**src/rtl/qcw_burst_sequencer.sv**
```systemverilog
// qcw_burst_sequencer: one trigger launches one QCW burst. The block pulses
// the PLL start, programs its cycle limit, ramps the phase-shift word every N
// drive cycles, enforces a cooldown between bursts, and locks out on PLL or
// watchdog faults until the fault is cleared with the block disarmed.
module qcw_burst_sequencer #(
   parameter int unsigned HOLDOFF_CLKS  = 1000000,
   parameter int unsigned WATCHDOG_CLKS = 4096
) (
   input  logic        clk,
   input  logic        rst,
   input  logic        enable,
   input  logic        trigger,
   input  logic        fault_clear,
   input  logic [7:0]  phase_start,
   input  logic [7:0]  phase_end,
   input  logic [7:0]  phase_step,
   input  logic [7:0]  step_interval,
   input  logic [15:0] burst_cycles,
   output logic        pll_start,
   output logic        pll_halt,
   output logic [7:0]  phase_shift,
   output logic [15:0] cycle_limit,
   input  logic        pll_cycle_finished,
   input  logic        pll_done,
   input  logic        pll_fault,
   output logic        busy,
   output logic        fault_latched,
   output logic        aborted,
   output logic [15:0] burst_count
);

   typedef enum logic [2:0] {
      ST_IDLE     = 3'd0,
      ST_RUN      = 3'd1,
      ST_HALTING  = 3'd2,
      ST_COOLDOWN = 3'd3,
      ST_FAULT    = 3'd4
   } state_t;

   // Cooldown counts down from HOLDOFF_CLKS-1 to 0, so it lasts HOLDOFF_CLKS clocks.
   localparam logic [23:0] HOLDOFF_LOAD = 24'(HOLDOFF_CLKS - 1);
   // Watchdog trips when the counter reaches its last legal value.
   localparam logic [15:0] WD_LAST      = 16'(WATCHDOG_CLKS - 1);

   state_t      state_q, state_d;

   // Edge-detect history
   logic        trigger_q, trigger_d;
   logic        cf_q, cf_d;
   logic        done_q, done_d;
   logic        fault_q, fault_d;

   // Registered outputs
   logic        pll_start_q, pll_start_d;
   logic        pll_halt_q, pll_halt_d;
   logic [7:0]  phase_shift_q, phase_shift_d;
   logic [15:0] cycle_limit_q, cycle_limit_d;
   logic        fault_latched_q, fault_latched_d;
   logic        aborted_q, aborted_d;
   logic [15:0] burst_count_q, burst_count_d;

   // Ramp parameters captured at launch so mid-burst input changes are harmless
   logic [7:0]  phase_end_q, phase_end_d;
   logic [7:0]  phase_step_q, phase_step_d;
   logic [7:0]  step_interval_q, step_interval_d;

   // Counters
   logic [7:0]  step_cnt_q, step_cnt_d;
   logic [15:0] wd_cnt_q, wd_cnt_d;
   logic [23:0] hold_cnt_q, hold_cnt_d;

   logic        trigger_rise;
   logic        cf_rise;
   logic        done_rise;
   logic        fault_rise;
   logic        launch_ok;

   logic [8:0]  ramp_sum;
   logic [7:0]  ramp_next;
   logic [7:0]  step_last;

   assign trigger_rise = trigger & ~trigger_q;
   assign cf_rise      = pll_cycle_finished & ~cf_q;
   assign done_rise    = pll_done & ~done_q;
   assign fault_rise   = pll_fault & ~fault_q;
   assign launch_ok    = trigger_rise & enable & (burst_cycles != 16'd0);

   // Next ramp value: 9-bit sum so it never wraps, clamped to the ceiling,
   // and frozen if the start already sits at or above the ceiling.
   always_comb begin
      ramp_sum  = {1'b0, phase_shift_q} + {1'b0, phase_step_q};
      ramp_next = phase_shift_q;
      if (phase_shift_q >= phase_end_q) begin
         ramp_next = phase_shift_q;
      end else if (ramp_sum > {1'b0, phase_end_q}) begin
         ramp_next = phase_end_q;
      end else begin
         ramp_next = ramp_sum[7:0];
      end
      step_last = (step_interval_q == 8'd0) ? 8'd0 : step_interval_q - 8'd1;
   end

   // Next-state and output logic for the burst sequencer
   always_comb begin
      state_d         = state_q;
      trigger_d       = trigger;
      cf_d            = pll_cycle_finished;
      done_d          = pll_done;
      fault_d         = pll_fault;
      pll_start_d     = 1'b0;
      pll_halt_d      = pll_halt_q;
      phase_shift_d   = phase_shift_q;
      cycle_limit_d   = cycle_limit_q;
      fault_latched_d = fault_latched_q;
      aborted_d       = aborted_q;
      burst_count_d   = burst_count_q;
      phase_end_d     = phase_end_q;
      phase_step_d    = phase_step_q;
      step_interval_d = step_interval_q;
      step_cnt_d      = step_cnt_q;
      wd_cnt_d        = wd_cnt_q;
      hold_cnt_d      = hold_cnt_q;

      case (state_q)
         ST_IDLE: begin
            if (launch_ok) begin
               phase_end_d     = phase_end;
               phase_step_d    = phase_step;
               step_interval_d = step_interval;
               phase_shift_d   = phase_start;
               cycle_limit_d   = burst_cycles;
               aborted_d       = 1'b0;
               pll_start_d     = 1'b1;
               step_cnt_d      = 8'd0;
               wd_cnt_d        = 16'd0;
               state_d         = ST_RUN;
            end
         end

         ST_RUN: begin
            // Ramp and watchdog bookkeeping; exits below may override it.
            if (cf_rise) begin
               wd_cnt_d = 16'd0;
               if (step_cnt_q == step_last) begin
                  step_cnt_d    = 8'd0;
                  phase_shift_d = ramp_next;
               end else begin
                  step_cnt_d = step_cnt_q + 8'd1;
               end
            end else begin
               wd_cnt_d = wd_cnt_q + 16'd1;
            end

            if (fault_rise) begin
               fault_latched_d = 1'b1;
               phase_shift_d   = 8'd0;
               state_d         = ST_FAULT;
            end else if (wd_cnt_q == WD_LAST) begin
               fault_latched_d = 1'b1;
               pll_halt_d      = 1'b1;
               phase_shift_d   = 8'd0;
               state_d         = ST_FAULT;
            end else if (done_rise) begin
               // A coincident ramp step is discarded: cooldown zeroes the phase.
               burst_count_d = burst_count_q + 16'd1;
               phase_shift_d = 8'd0;
               hold_cnt_d    = HOLDOFF_LOAD;
               state_d       = ST_COOLDOWN;
            end else if (!enable) begin
               pll_halt_d = 1'b1;
               wd_cnt_d   = 16'd0;
               state_d    = ST_HALTING;
            end
         end

         ST_HALTING: begin
            // Either PLL edge means it has stopped; a fault here is our own doing.
            if (fault_rise || done_rise) begin
               pll_halt_d    = 1'b0;
               aborted_d     = 1'b1;
               phase_shift_d = 8'd0;
               hold_cnt_d    = HOLDOFF_LOAD;
               state_d       = ST_COOLDOWN;
            end else if (wd_cnt_q == WD_LAST) begin
               fault_latched_d = 1'b1;
               phase_shift_d   = 8'd0;
               state_d         = ST_FAULT;
            end else begin
               wd_cnt_d = wd_cnt_q + 16'd1;
            end
         end

         ST_COOLDOWN: begin
            if (hold_cnt_q == 24'd0) begin
               state_d = ST_IDLE;
            end else begin
               hold_cnt_d = hold_cnt_q - 24'd1;
            end
         end

         ST_FAULT: begin
            // Lockout is released only while disarmed.
            if (fault_clear && !enable) begin
               fault_latched_d = 1'b0;
               pll_halt_d      = 1'b0;
               hold_cnt_d      = HOLDOFF_LOAD;
               state_d         = ST_COOLDOWN;
            end
         end

         default: begin
            state_d = ST_IDLE;
         end
      endcase
   end

   // State and datapath registers with asynchronous reset
   always_ff @(posedge clk or posedge rst) begin
      if (rst) begin
         state_q         <= ST_IDLE;
         trigger_q       <= 1'b0;
         cf_q            <= 1'b0;
         done_q          <= 1'b0;
         fault_q         <= 1'b0;
         pll_start_q     <= 1'b0;
         pll_halt_q      <= 1'b0;
         phase_shift_q   <= 8'd0;
         cycle_limit_q   <= 16'd0;
         fault_latched_q <= 1'b0;
         aborted_q       <= 1'b0;
         burst_count_q   <= 16'd0;
         phase_end_q     <= 8'd0;
         phase_step_q    <= 8'd0;
         step_interval_q <= 8'd0;
         step_cnt_q      <= 8'd0;
         wd_cnt_q        <= 16'd0;
         hold_cnt_q      <= 24'd0;
      end else begin
         state_q         <= state_d;
         trigger_q       <= trigger_d;
         cf_q            <= cf_d;
         done_q          <= done_d;
         fault_q         <= fault_d;
         pll_start_q     <= pll_start_d;
         pll_halt_q      <= pll_halt_d;
         phase_shift_q   <= phase_shift_d;
         cycle_limit_q   <= cycle_limit_d;
         fault_latched_q <= fault_latched_d;
         aborted_q       <= aborted_d;
         burst_count_q   <= burst_count_d;
         phase_end_q     <= phase_end_d;
         phase_step_q    <= phase_step_d;
         step_interval_q <= step_interval_d;
         step_cnt_q      <= step_cnt_d;
         wd_cnt_q        <= wd_cnt_d;
         hold_cnt_q      <= hold_cnt_d;
      end
   end

   assign pll_start     = pll_start_q;
   assign pll_halt      = pll_halt_q;
   assign phase_shift   = phase_shift_q;
   assign cycle_limit   = cycle_limit_q;
   assign fault_latched = fault_latched_q;
   assign aborted       = aborted_q;
   assign burst_count   = burst_count_q;
   assign busy          = (state_q != ST_IDLE);

endmodule

```
**config.mk**
```make
export PLATFORM = sky130hd
export DESIGN_NAME = qcw_burst_sequencer
export DESIGN_NICKNAME = d
export VERILOG_FILES = /design/src/rtl/qcw_burst_sequencer.sv
export SDC_FILE = /design/constraint.sdc
export NUM_CORES = 1
export LEC_CHECK = 0
export BUFFER_PORTS_ARGS = -buffer_cell sky130_fd_sc_hd__buf_2
export CAP_MARGIN = 20
export CORE_MARGIN = 8
export CORE_UTILIZATION = 40
export CTS_BUF_LIST = sky130_fd_sc_hd__clkbuf_8
export DETAILED_ROUTE_END_ITERATION = 7
export PLACE_DENSITY = 0.6
export SKIP_LAST_GASP = 1
export SYNTH_ARGS = -nofsm -noshare
export SYNTH_HDL_FRONTEND = slang
export SYNTH_SLANG_ARGS = --single-unit
```
**constraint.sdc**
```tcl
create_clock -name clk -period 6.6 [get_ports clk]
set_input_delay 0.33 -clock clk [delete_from_list [all_inputs] [get_ports clk]]
set_output_delay 0.33 -clock clk [all_outputs]
set_load 0.05 [all_outputs]
```
**Word level (Yosys, flattened, before mapping)**

Index checks and enable logic that the tools add are counted.

- Eq/ne operators: 24
- Bitwise gates (word level): 12
- Order comparisons: 2
- Mux-type cells: 58
- Reductions and logical operators: 23
- $add $sub $neg: 6

Operators by type and width:

| operator | number |
|---|---|
| two-way mux 24 bit | 6 |
| two-way mux 16 bit | 8 |
| two-way mux 8 bit | 14 |
| one-hot mux 24 bit (4 select lines) | 1 |
| one-hot mux 16 bit (3 select lines) | 1 |
| adder 16 x 1 -> 16 bit (second input constant) | 2 |
| two-way mux 3 bit | 9 |
| logical NOT 24 bit | 1 |
| one-hot mux 8 bit (3 select lines) | 1 |
| subtractor 24 x 1 -> 24 bit (second input constant) | 1 |
| != test 2 bit (second input constant) | 11 |
| != test 5 bit (second input constant) | 4 |
| equality test 16 x 12 -> 1 bit (second input constant) | 1 |
| one-hot mux 8 bit (2 select lines) | 1 |
| nonzero test 16 bit | 1 |
| one-hot mux 3 bit (5 select lines) | 1 |
| two-way mux 1 bit | 13 |
| AND reduction 6 bit | 2 |
| adder 8 x 8 -> 9 bit | 1 |
| greater-than comparator 9 x 8 -> 1 bit | 1 |
| != test 3 bit (second input constant) | 3 |
| AND reduction 3 bit | 3 |
| nonzero test 3 bit | 3 |
| adder 8 x 1 -> 8 bit (second input constant) | 1 |
| other kinds (21) | 35 |

- Bits in registers: 123
- Logic and storage cells: 143
- Output and inout bits: 45

**Longest topological paths before layout**

Gate-level depths: netlist of run 1.

- Depth in word-level cells: 10
- Gate-level depth with buffers: 14

**Least setup slack after synthesis of run 1**

No wires, ideal clock.

- Kind: flip-flop to flip-flop
- Start point: register phase_shift_q[0], in the netlist phase_shift[0]
- End point: register phase_shift_q[1], in the netlist phase_shift[1]
- Library setup time: 0.125 ns
- Required time: 6.475 ns
- Stages on the path, launching flop included: 14
- Arrival time: 3.572 ns
- Slack: 2.903 ns
- Buffers on the path: 0
- Path through: dfrtp_1 > ha_1 > inv_1 > fa_1 > nor2b_1 > o31a_1 > o31ai_1 > a21boi_0 > ha_1 > a21o_1 > a211oi_1 > o21a_1 > o311ai_0 > mux2_2

- Cells in the longest elaborated chain, start to end: 10
- Elaborated cells between the ends (all ways): 13
- Those cells by class: 1 x add/sub; 2 x order compare; 1 x eq/ne; 8 x mux; 1 x reduce/logical

Ends and longest elaborated chain:

| element | RTL line | source |
|---|---|---|
| start: declaration | 56 | `logic [7:0] phase_shift_q, phase_shift_d;` |
| start signal: assignment | 246 | `phase_shift_q <= phase_shift_d;` |
| adder 8 x 8 -> 9 bit | 91 | `ramp_sum = {1'b0, phase_shift_q} + {1'b0, phase_step_q};` |
| greater-than comparator 9 x 8 -> 1 bit | 95 | `end else if (ramp_sum > {1'b0, phase_end_q}) begin` |
| two-way mux 8 bit | 95 |  |
| two-way mux 8 bit | 93 | `if (phase_shift_q >= phase_end_q) begin` |
| two-way mux 8 bit | 144 | `if (step_cnt_q == step_last) begin` |
| two-way mux 8 bit | 142 | `if (cf_rise) begin` |
| two-way mux 8 bit | 163 | `end else if (done_rise) begin` |
| two-way mux 8 bit | 158 | `end else if (wd_cnt_q == WD_LAST) begin` |
| two-way mux 8 bit | 154 | `if (fault_rise) begin` |
| one-hot mux 8 bit (3 select lines) | 124 | `case (state_q)` |

Several ways; a longest one is shown, not always the timed one. The select of a mux whose other input is x is not followed.
A chain may end at the register's enable or synchronous reset.

**Final worst setup path of run 1**

- Start point: register phase_shift_q[0], in the netlist phase_shift[0]
- End point: register phase_shift_q[5], in the netlist phase_shift[5]

Same word-level chain as after synthesis.

==> impl_metrics.toml, run 1 <==
[synthesis]
synth_compound_area_share_pct = 15.0
ys_seq_area_share_pct = 43.9
yosysWarnings = 0
ys.flop_type = "dfrtp_1"
synthXorXnorAreaFrac_pct = 4.75
postSynth.asyncResetShare_pct = 100
synth_top_family_by_area = "simple AND/OR/NAND/NOR gates"
synth_simple_gate_area_share_pct = 23.2
synth_mux_area_share_pct = 3.84
syn_area_per_cell_um2 = 9.26
synth_area_leaders = "dfrtp_1 (44%), nand2_1 (6.3%), ha_1 (5.2%), mux2_2 (3.7%), o21ai_0 (3.6%)"
syn_inst = 757
yosys.cell_types.count = 65
yosys_register_bits = 123
synth_edf_count = 0
yosys.area_share.adder_pct = 5.46
syn_nets = 843
synth_area_um2 = 7010
synth_top_area_share_pct = 43.9
synth.largest_area_cell = "dfrtp_1"

[power]
cellPowerDensity_nw_per_um2 = 478
ir_drop_mv = 0.275
p_leak_nw = 3.63
finalPower_mw = 3.88

[timing]
fin_crit_sh_pct = 60.2
tightest_slew_ns = 0.882
maxSlewHeadroom_pct = 40.8
final.min_clock_period_ns = 3.97
rsz0062_at_grt = "no"
drv_slew = 0
setup_violations = 0
finalSetupTns_ns = 0
hold_ws_ns = -0.00236
fmax_ghz = 0.252
fin_worst_skew_ns = 0.0149
final_hold_viol_count = 7

[clock_tree]
clk_pin_slew_ns = 0.08
cts_buffers = 17
cts_root_buffer = "clkbuf_8"
clock_sinks = 123
cts_tree = "built"
cts_setup_buffers = 0
cts_resized = 0
clk_latency_ns = 0.45
clockBufferDepth = 2
h-tree-depth = 4

[critical_path]
crit_top_cell = "ha_1"
slowest_delay_ns = 0.67
critPathKind = "register to register"
critPathLaunchType = "register"
cp-end-kind = "register"
r2r_slack_ns = 2.63
worstPathArrival_ns = 4.30
cp_max_fo = 10
critical_path.cell_chain = "ha_1 > inv_1 > fa_1 > nor2b_1 > o31a_1 > o31ai_1 > a21boi_0 > ha_1 > a21o_1 > a211oi_1 > o21a_1 > o311ai_0 > mux2_2"
cp_slowest_cell = "a211oi_1"
required_ns = 6.93

[layout]
fillers = 1647
fin_nets = 937
final_area_um2 = 8120
drive_gt1_share_pct = 20.5
antenna_cells = 0
instances_no_fill = 1089
syn_to_final_growth_pct = 15.8

[place]
dp.cells = 1055
port_buffers = 100
hpwl_um = 12500
gp_congestion = 0.821
postPlaceCellArea_um2 = 7680

[floorplan]
initial_core_util_pct = 40.7
dieArea_um2 = 22000
die_height_um = 148
num_rows = 48
core_um2 = 17200
pin_count = 101
die_w_um = 148

[global_routing]
grt_max_degree = 67
grt_pass1_wl_um = 29000
grt_antenna_before_repair = 0
grt_pass1_vias = 5749
overflow = 0
track_usage_pct = 16.2

[routing]
drc = 0
via_count = 5864
firstDrtPassIters = 5
via_per_inst = 5.38
ant_nets = 0
drt_iter0_drc = 358
drt_wl_total_um = 17300
wire_per_inst_um = 15.9

[worst_hold_path]
hold_path.class = "primary input to asynchronous set/reset pin"

[run]
maxCapViolations = 0

[outcome]
outcome = "complete, but fails checks"
violations = "negative hold slack"
==> flip-flops by register name (all words and copies together), names as in the netlist, 3 cells and up <==
signal / cells
burst_count: 16
step_interval_q: 8
phase_end_q: 8
step_cnt_q: 8
phase_step_q: 8
state_q: 3
cycle_limit: 16
hold_cnt_q: 24
phase_shift: 8
wd_cnt_q: 16
==> final timing paths <==
path	cells past startpoint	from	endpoint
min	2	rst	burst_count[10]
max	13	phase_shift[0]	phase_shift[5]
max in group asynchronous	3	rst	step_interval_q[1]
min reg2reg	1	burst_count[15]	burst_count[15]
min in group clk	1	pll_fault	fault_q
max reg2reg	13	phase_shift[0]	phase_shift[5]
==> critical path: cells and delay by family (launching register included) <==
kind	cells	cell delay (ns)
compound gates	7	2.29
fa+ha+maj	3	0.72
buf+inv	1	0.07
flops	1	0.42
mux	1	0.28
simple gates	1	0.07
==> layout by cell type (no fill, tap or decap), types with 7 or more instances in the layout <==
cell type	synthesis	layout
xor2_1	11	11
inv_1	31	30
a21oi_1	25	25
clkbuf_8	1	18
nand3_1	26	26
nor2b_1	9	9
nand2b_1	11	11
and3_1	8	8
ha_1	29	29
o211ai_1	8	8
xnor2_1	27	27
nand2_1	117	117
dfrtp_1	123	123
and2_1	8	8
nor2_1	46	46
buf_2	4	100
o31ai_1	9	9
nor3_1	13	13
or3_1	16	16
o21ai_0	51	51
nand4_1	12	12
mux2_2	23	23
nor4_1	14	14
a31oi_1	10	10
o311ai_0	7	7
==> power breakdown <==
part           internal, mW  switching [mW]
Sequential            0.961           0.248
Combinational         0.686            1.28
Clock                 0.384           0.325
==> through the flow <==
stage	worst slack (ns)	util (%)
after detailed placement	2.68	44.6
after global routing	2.26	47.1
final	2.63	47.1
after global placement	2.75	44.6
after CTS	2.63	47.1
after floorplan	2.90	-
==> layer usage <==
layer	wire [µm]	up-vias	track usage, %
li1	-	2918	-
met1	8460	2790	22.2
met2	7780	133	24.6
met3	800	23	3.59
met4	290	0	5.86
met5	0	-	0
==> cells in the mapped netlist (all sizes together), types with 5 or more instances <==
master	n
a211oi	6
a21o	6
a21oi	25
a31oi	10
and2	8
and3	8
and4	6
buf	8
clkbuf	23
dfrtp	123
ha	29
inv	31
mux2	23
nand2	117
nand2b	11
nand3	26
nand4	12
nor2	47
nor2b	9
nor3	14
nor4	14
o2111ai	5
o211ai	8
o21a	6
o21ai	51
o22ai	6
o311ai	7
o31ai	9
or2	5
or3	20
xnor2	27
xor2	11
==> cell type report <==
class	count	area, µm²	area share, %
sequential	123	3080	37.9
clock inverter	14	173	2.13
clock buffer	18	248	3.05
inverter	32	123	1.51
multi-input combinational	571	3670	45.2
tap	225	282	3.47
timing repair buffer	106	551	6.78
==> cells by family after synthesis <==
family,Yosys count
buf+inv,63
fa+ha+maj,30
flops,123
xor+xnor,38
simple gates,318
compound gates,161
mux,24
==> repair_timing <==
item	CTS	global route
hold endpoints to repair	2	0
hold buffers	2	0
setup endpoints to repair	0	0
Note: power is estimated with default switching activity, not from simulation.
==> inputs of run 2 (changes only) <==
ABC_AREA = 1   (was not set)
PLACE_DENSITY = 0.62   (was 0.6)
clock period = 3.5 ns   (was 6.6 ns; I/O delays follow)
==> run 2 against run 1 <==
Net effect:
- the flow now finishes without violations
- worst setup slack got worse by 2.2 ns
- wire length rose by 7.6%
- core utilization increased by 2.1 points
- sequential power rose by 78%
- clock power is 78% higher
- non-clock buffer count grew 39
- clock-buffer cell count is 1 higher
- critical path type unchanged
- critical endpoint is now phase_shift[7]
==> impl_metrics.toml, run 2 <==
[outcome]
outcome = "complete, no violations"

[critical_path]
crit_buf_inv = 3
slowest_delay_ns = 0.40
required_ns = 3.83
worst_r2r_path_depth = 22
crit_top_cell = "nand2_1"
cp_max_fo = 8
cp.depth = 22
r2r_slack_ns = 0.41
cp-end-kind = "register"
critical_path.cell_chain = "ha_1 > inv_1 > fa_1 > inv_1 > nand3_1 > nand2_1 > xor2_1 > inv_1 > ha_1 > nand2_1 > nor2_1 > nand2_1 > nand3_1 > nand2_1 > nand2_1 > nand2_1 > nand2_1 > nand2_1 > nand3_1 > nand2_1 > nand3_1 > nand2_1"
worstPathArrival_ns = 3.43
critPathTopFamily = "simple AND/OR/NAND/NOR gates"
cp_slowest_cell = "dfrtp_1"
critPathLaunchType = "register"
critPathKind = "register to register"

[global_routing]
grt_pass1_wl_um = 31900
track_usage_pct = 17.3
grt_pass1_vias = 6557
grt_antenna_before_repair = 2
grt_max_degree = 68
overflow = 0

[clock_tree]
clk_pin_slew_ns = 0.07
clk_latency_ns = 0.44
cts_root_buffer = "clkbuf_8"
h-tree-depth = 4
cts_resized = 0
cts_buffers = 17
cts_setup_buffers = 0
postCtsHoldBufs = 38
clock_sinks = 123
cts_tree = "built"
clockBufferDepth = 2

[timing]
fin_crit_sh_pct = 88.4
finalSetupTns_ns = 0
fin_worst_skew_ns = 0.0131
final.min_clock_period_ns = 3.09
drv_slew = 0
tightest_slew_ns = 0.855
maxSlewHeadroom_pct = 43.0
setup_violations = 0
final_hold_viol_count = 0
worst_slack_ns = 0.406
fmax_ghz = 0.323
hold_ws_ns = 0.0207
rsz0062_at_grt = "no"

[synthesis]
yosysWarnings = 0
yosys_register_bits = 123
synth_area_um2 = 7310
syn_nets = 1050
yosysMostFrequentCell = "nand2_1"
ys.flop_type = "dfrtp_1"
syn_inst = 964
synth_edf_count = 0
postSynth.asyncResetShare_pct = 100
syn_area_per_cell_um2 = 7.59
ys_seq_area_share_pct = 42.1
synth_commonest_cells = "nand2_1 (255), dfrtp_1 (123), inv_1 (116)"
synth.largest_area_cell = "dfrtp_1"
yosys.cell_types.count = 45
synth_top_area_share_pct = 42.1
synth_area_leaders = "dfrtp_1 (42%), nand2_1 (13%), inv_1 (6.0%), nand3_1 (5.5%), ha_1 (5.0%)"

[routing]
drt_wl_total_um = 18600
drc = 0
drt_iter0_drc = 340
via_count = 6650
wire_per_inst_um = 13.8
via_per_inst = 4.92
ant_nets = 0
firstDrtPassIters = 4

[floorplan]
die_height_um = 151
num_rows = 49
initial_core_util_pct = 40.7
dieArea_um2 = 22900
die_w_um = 151
core_um2 = 18000
pin_count = 101

[layout]
mostFrequentLayoutCell = "nand2_1"
antenna_cells = 0
fin_nets = 1197
syn_to_final_growth_pct = 20.8
largest_reg_flops = 24
fillers = 1779
final_area_um2 = 8840
top_register = "hold_cnt_q"
final_cell_mix = "nand2_1 (255), dfrtp_1 (123), inv_1 (117), buf_2 (100), nor2_1 (90)"
drive_gt1_share_pct = 15.9
fin_util_pct = 49.2

[place]
postPlaceCellArea_um2 = 8070
hpwl_um = 13800
port_buffers = 100
dp_slack_ns = 0.455
gp_congestion = 0.892

[run]
maxCapViolations = 0

[power]
ir_drop_mv = 0.475
cellPowerDensity_nw_per_um2 = 875
p_leak_nw = 4.52

[worst_hold_path]
hold_path.class = "primary input to register"
whs_path_depth = 3
[run 2: cell types whose count changed after synthesis, sizes merged, moves of 11 or more]
cell / delta
nand2b: -11
inv: +95
clkbuf: -16
nand3: +55
mux2: -23
nand4: +14
o21ai: +18
nor2: +53
nand2: +148
or3: -20
xnor2: -18
xor2: +19
[run 2: worst reg2reg max path: cells and delay by family (launching register included)]
kind / cells / cell delay [ns]
adders and majority gates: 3 / 0.89
xor gates and xnor gates: 1 / 0.20
DFF: 1 / 0.40
and+or+nand+nor: 15 / 1.29
buffers and inverters: 3 / 0.21
[run 2: metal layers]
metal / GRT usage [%] / vias up / part of all wire, %
met5: 0 / - / 0.12
met4: 4.40 / 4 / 1.2
met3: 4.87 / 25 / 5.2
met2: 27.2 / 136 / 46
met1: 23.0 / 3061 / 48
li1: - / 3424 / -
[run 2: layout make-up]
class / count / area [µm²] / area share, %
multi-input cells: 698 / 3680 / 41.6
clock buffers: 19 / 262 / 2.96
flip-flops and latches: 123 / 3080 / 34.8
inverters: 126 / 475 / 5.38
well taps: 229 / 287 / 3.24
clock inverters: 12 / 125 / 1.42
repair buffers: 145 / 933 / 10.6
[run 2: stage by stage]
step           std cells  power [mW]
4_1_cts             1352        7.79
2_1_floorplan        964        5.46
3_5_place_dp        1283        6.46
3_3_place_gp        1283        6.42
6_report            1352        7.74
5_1_grt             1352        8.50
[run 2: where the power goes]
part	switching (mW)	internal, mW
clock	0.594	0.662
combinational	3.00	1.33
sequential	0.325	1.82
total	3.92	3.81
[run 2: path summary, 6_finish.rpt]
check,startpoint,to
worst min-delay path,burst_cycles[4],cycle_limit[4]
min in group asynchronous,rst,burst_count[0]
max in group asynchronous,rst,phase_end_q[5]
worst max register to register,phase_shift[0],phase_shift[7]
worst max-delay path,phase_shift[0],phase_shift[7]
worst min register to register,burst_count[15],burst_count[15]
[run 2: cells by family after synthesis]
| logic type | Yosys count | share of synthesized area [%] |
|---|---|---|
| fa+ha+maj | 30 | 5.24 |
| compound gates | 122 | 9.15 |
| buf+inv | 143 | 7.63 |
| flops | 123 | 42.1 |
| xor+xnor | 39 | 4.67 |
| simple gates | 507 | 31.2 |
==> inputs of run 3 (changes only) <==
==> constraint.sdc (replaced) <==
create_clock -name clk -period 3.5 [get_ports clk]
set_input_delay 0.525 -clock clk [delete_from_list [all_inputs] [get_ports clk]]
set_output_delay 0.525 -clock clk [all_outputs]
set_load 0.05 [all_outputs]
==> run 3 against run 2 <==
Net effect:
- final area shrank 3.6%
- sequential share of layout area grew 1.3 points
- clock skew grew 0.0024 ns
- non-clock buffer count shrank 37
- global-route usage shrank 0.47 points
- cell count shrank 2.5%
- register-to-register slack gained 0.02 ns
- combinational power is essentially flat
- worst setup slack gained 0.019 ns
- clock power grew 6%
- critical endpoint is now phase_shift[0]
- highest routed layer unchanged
==> impl_metrics.toml, run 3 (synthesis gave the netlist of run 2 again) <==
[floorplan]
initial_core_util_pct = 40.7
die_height_um = 151
dieArea_um2 = 22900
die_w_um = 151
pin_count = 101
num_rows = 49
core_um2 = 18000

[layout]
syn_to_final_growth_pct = 16.5
instances_no_fill = 1318
mostFrequentLayoutCell = "nand2_1"
largest_reg_flops = 24
final_cell_mix = "nand2_1 (254), dfrtp_1 (123), inv_1 (117), buf_2 (100), nor2_1 (90)"
drive_gt1_share_pct = 16.6
top_register = "hold_cnt_q"
fillers = 1837
fin_nets = 1160

[global_routing]
track_usage_pct = 16.8
grt_max_degree = 71
overflow = 0
grt_antenna_before_repair = 3
grt_pass1_vias = 6370
grt_pass1_wl_um = 30900

[critical_path]
required_ns = 3.89
worstPathArrival_ns = 3.46
cp_max_fo = 8
slowest_delay_ns = 0.40
cp_slowest_cell = "dfrtp_1"
cp-end-kind = "register"
critPathLaunchType = "register"
critical_path.cell_chain = "ha_1 > inv_1 > fa_1 > inv_1 > nand3_1 > nand2_1 > xor2_1 > inv_1 > ha_1 > nand2_1 > nor2_1 > nand2_1 > nand3_1 > nand2_1 > nand2_1 > nand2_1 > buf_4 > nand3_1 > nand3_1 > nand2_1 > nand3_1 > nand2_1"
crit_top_cell = "nand2_1"
critPathKind = "register to register"

[timing]
fin_worst_skew_ns = 0.0155
maxSlewHeadroom_pct = 51.9
final.min_clock_period_ns = 3.08
drv_slew = 0
final_hold_viol_count = 0
finalSetupTns_ns = 0
tightest_slew_ns = 0.715
fin_crit_sh_pct = 87.9
rsz0062_at_grt = "no"
fmax_ghz = 0.325
setup_violations = 0
worst_slack_ns = 0.425

[routing]
drt_iter0_drc = 359
drt_wl_total_um = 18200
via_count = 6555
ant_nets = 0
via_per_inst = 4.97
wire_per_inst_um = 13.8
firstDrtPassIters = 8
drc = 0

[clock_tree]
cts_tree = "built"
clk_pin_slew_ns = 0.08
cts_setup_buffers = 0
clk_latency_ns = 0.45
cts_buffers = 17
clock_sinks = 123
cts_root_buffer = "clkbuf_8"
h-tree-depth = 4
clockBufferDepth = 2

[power]
ir_drop_mv = 0.518
p_leak_nw = 4.37
cellPowerDensity_nw_per_um2 = 916

[run]
maxCapViolations = 0

[place]
gp_congestion = 0.862
dp.cells = 1283
hpwl_um = 13700
dp_slack_ns = 0.415
port_buffers = 100

[outcome]
outcome = "complete, no violations"

[worst_hold_path]
hold_path.class = "primary input to register"
run 3: changes by cell type in the layout (fill, tap and decap cells not counted), moves of 2 or more:
cell | previous run | this run
clkinv_2 | 3 | 1
clkinvlp_4 | 1 | 3
diode_2 | 0 | 2
dlygate4sd3_1 | 38 | 1
inv_6 | 1 | 3
run 3: worst paths after layout:
| check | start | end | slack (ns) | cells after the start |
|---|---|---|---|---|
| worst max-delay path | phase_shift[0] | phase_shift[0] | 0.42 | 22 |
| worst max register to register | phase_shift[0] | phase_shift[0] | 0.42 | 22 |
| max in group asynchronous | rst | phase_end_q[7] | 2.10 | 4 |
| worst min-delay path | trigger | trigger_q | 0.20 | 1 |
| min in group asynchronous | rst | burst_count[8] | 0.56 | 3 |
| worst min register to register | aborted | aborted | 0.48 | 2 |
run 3: report_power, final:
group | internal, mW | switching, mW | total, mW
Sequential | 1.82 | 0.316 | 2.14
Combinational | 1.31 | 3.01 | 4.32
Clock | 0.726 | 0.613 | 1.34
run 3: final cells by class:
| class | count | area [µm²] | share of cell area (%) |
|---|---|---|---|
| Timing Repair Buffer | 108 | 576 | 6.76 |
| Clock inverter | 14 | 170 | 2.00 |
| Tap cell | 229 | 287 | 3.36 |
| Sequential cell | 123 | 3080 | 36.1 |
| Antenna cell | 2 | 5.00 | 0.0587 |
| Multi-Input combinational cell | 698 | 3680 | 43.2 |
| Clock buffer | 18 | 248 | 2.91 |
| Inverter | 126 | 477 | 5.60 |
run 3: what timing repair did:
| item | in CTS | in global routing |
|---|---|---|
| hold endpoints to repair | 8 | 0 |
| gates resized for setup | 0 | 1 |
| setup endpoints to repair | 0 | 1 |
| hold buffers | 1 | 0 |
run 3: stage by stage:
step                      power (mW)  area, µm²  hold WS (ns)  util [%]
after floorplan                 5.46       7320         0.442         -
after global placement          6.43       8080         0.458      45.0
after detailed placement        6.48       8080         0.461      45.0
after CTS                       7.86       8510         0.166      47.4
after global routing            8.55       8520         0.159      47.4
final                           7.80       8520         0.196      47.4
run 3: metal layers:
metal	track usage, %	up-vias	wire, µm
met4	4.26	2	244
met3	5.20	24	1050
met1	21.7	3039	8490
met2	26.9	137	8400
li1	-	3353	-
met5	0	-	12
run 3: critical path: cells and delay by family (launching register included):
kind	cells	cell delay, ns
DFF	1	0.40
xor gates and xnor gates	1	0.21
buffers and inverters	4	0.40
and+or+nand+nor	14	1.10
adders and majority gates	3	0.91
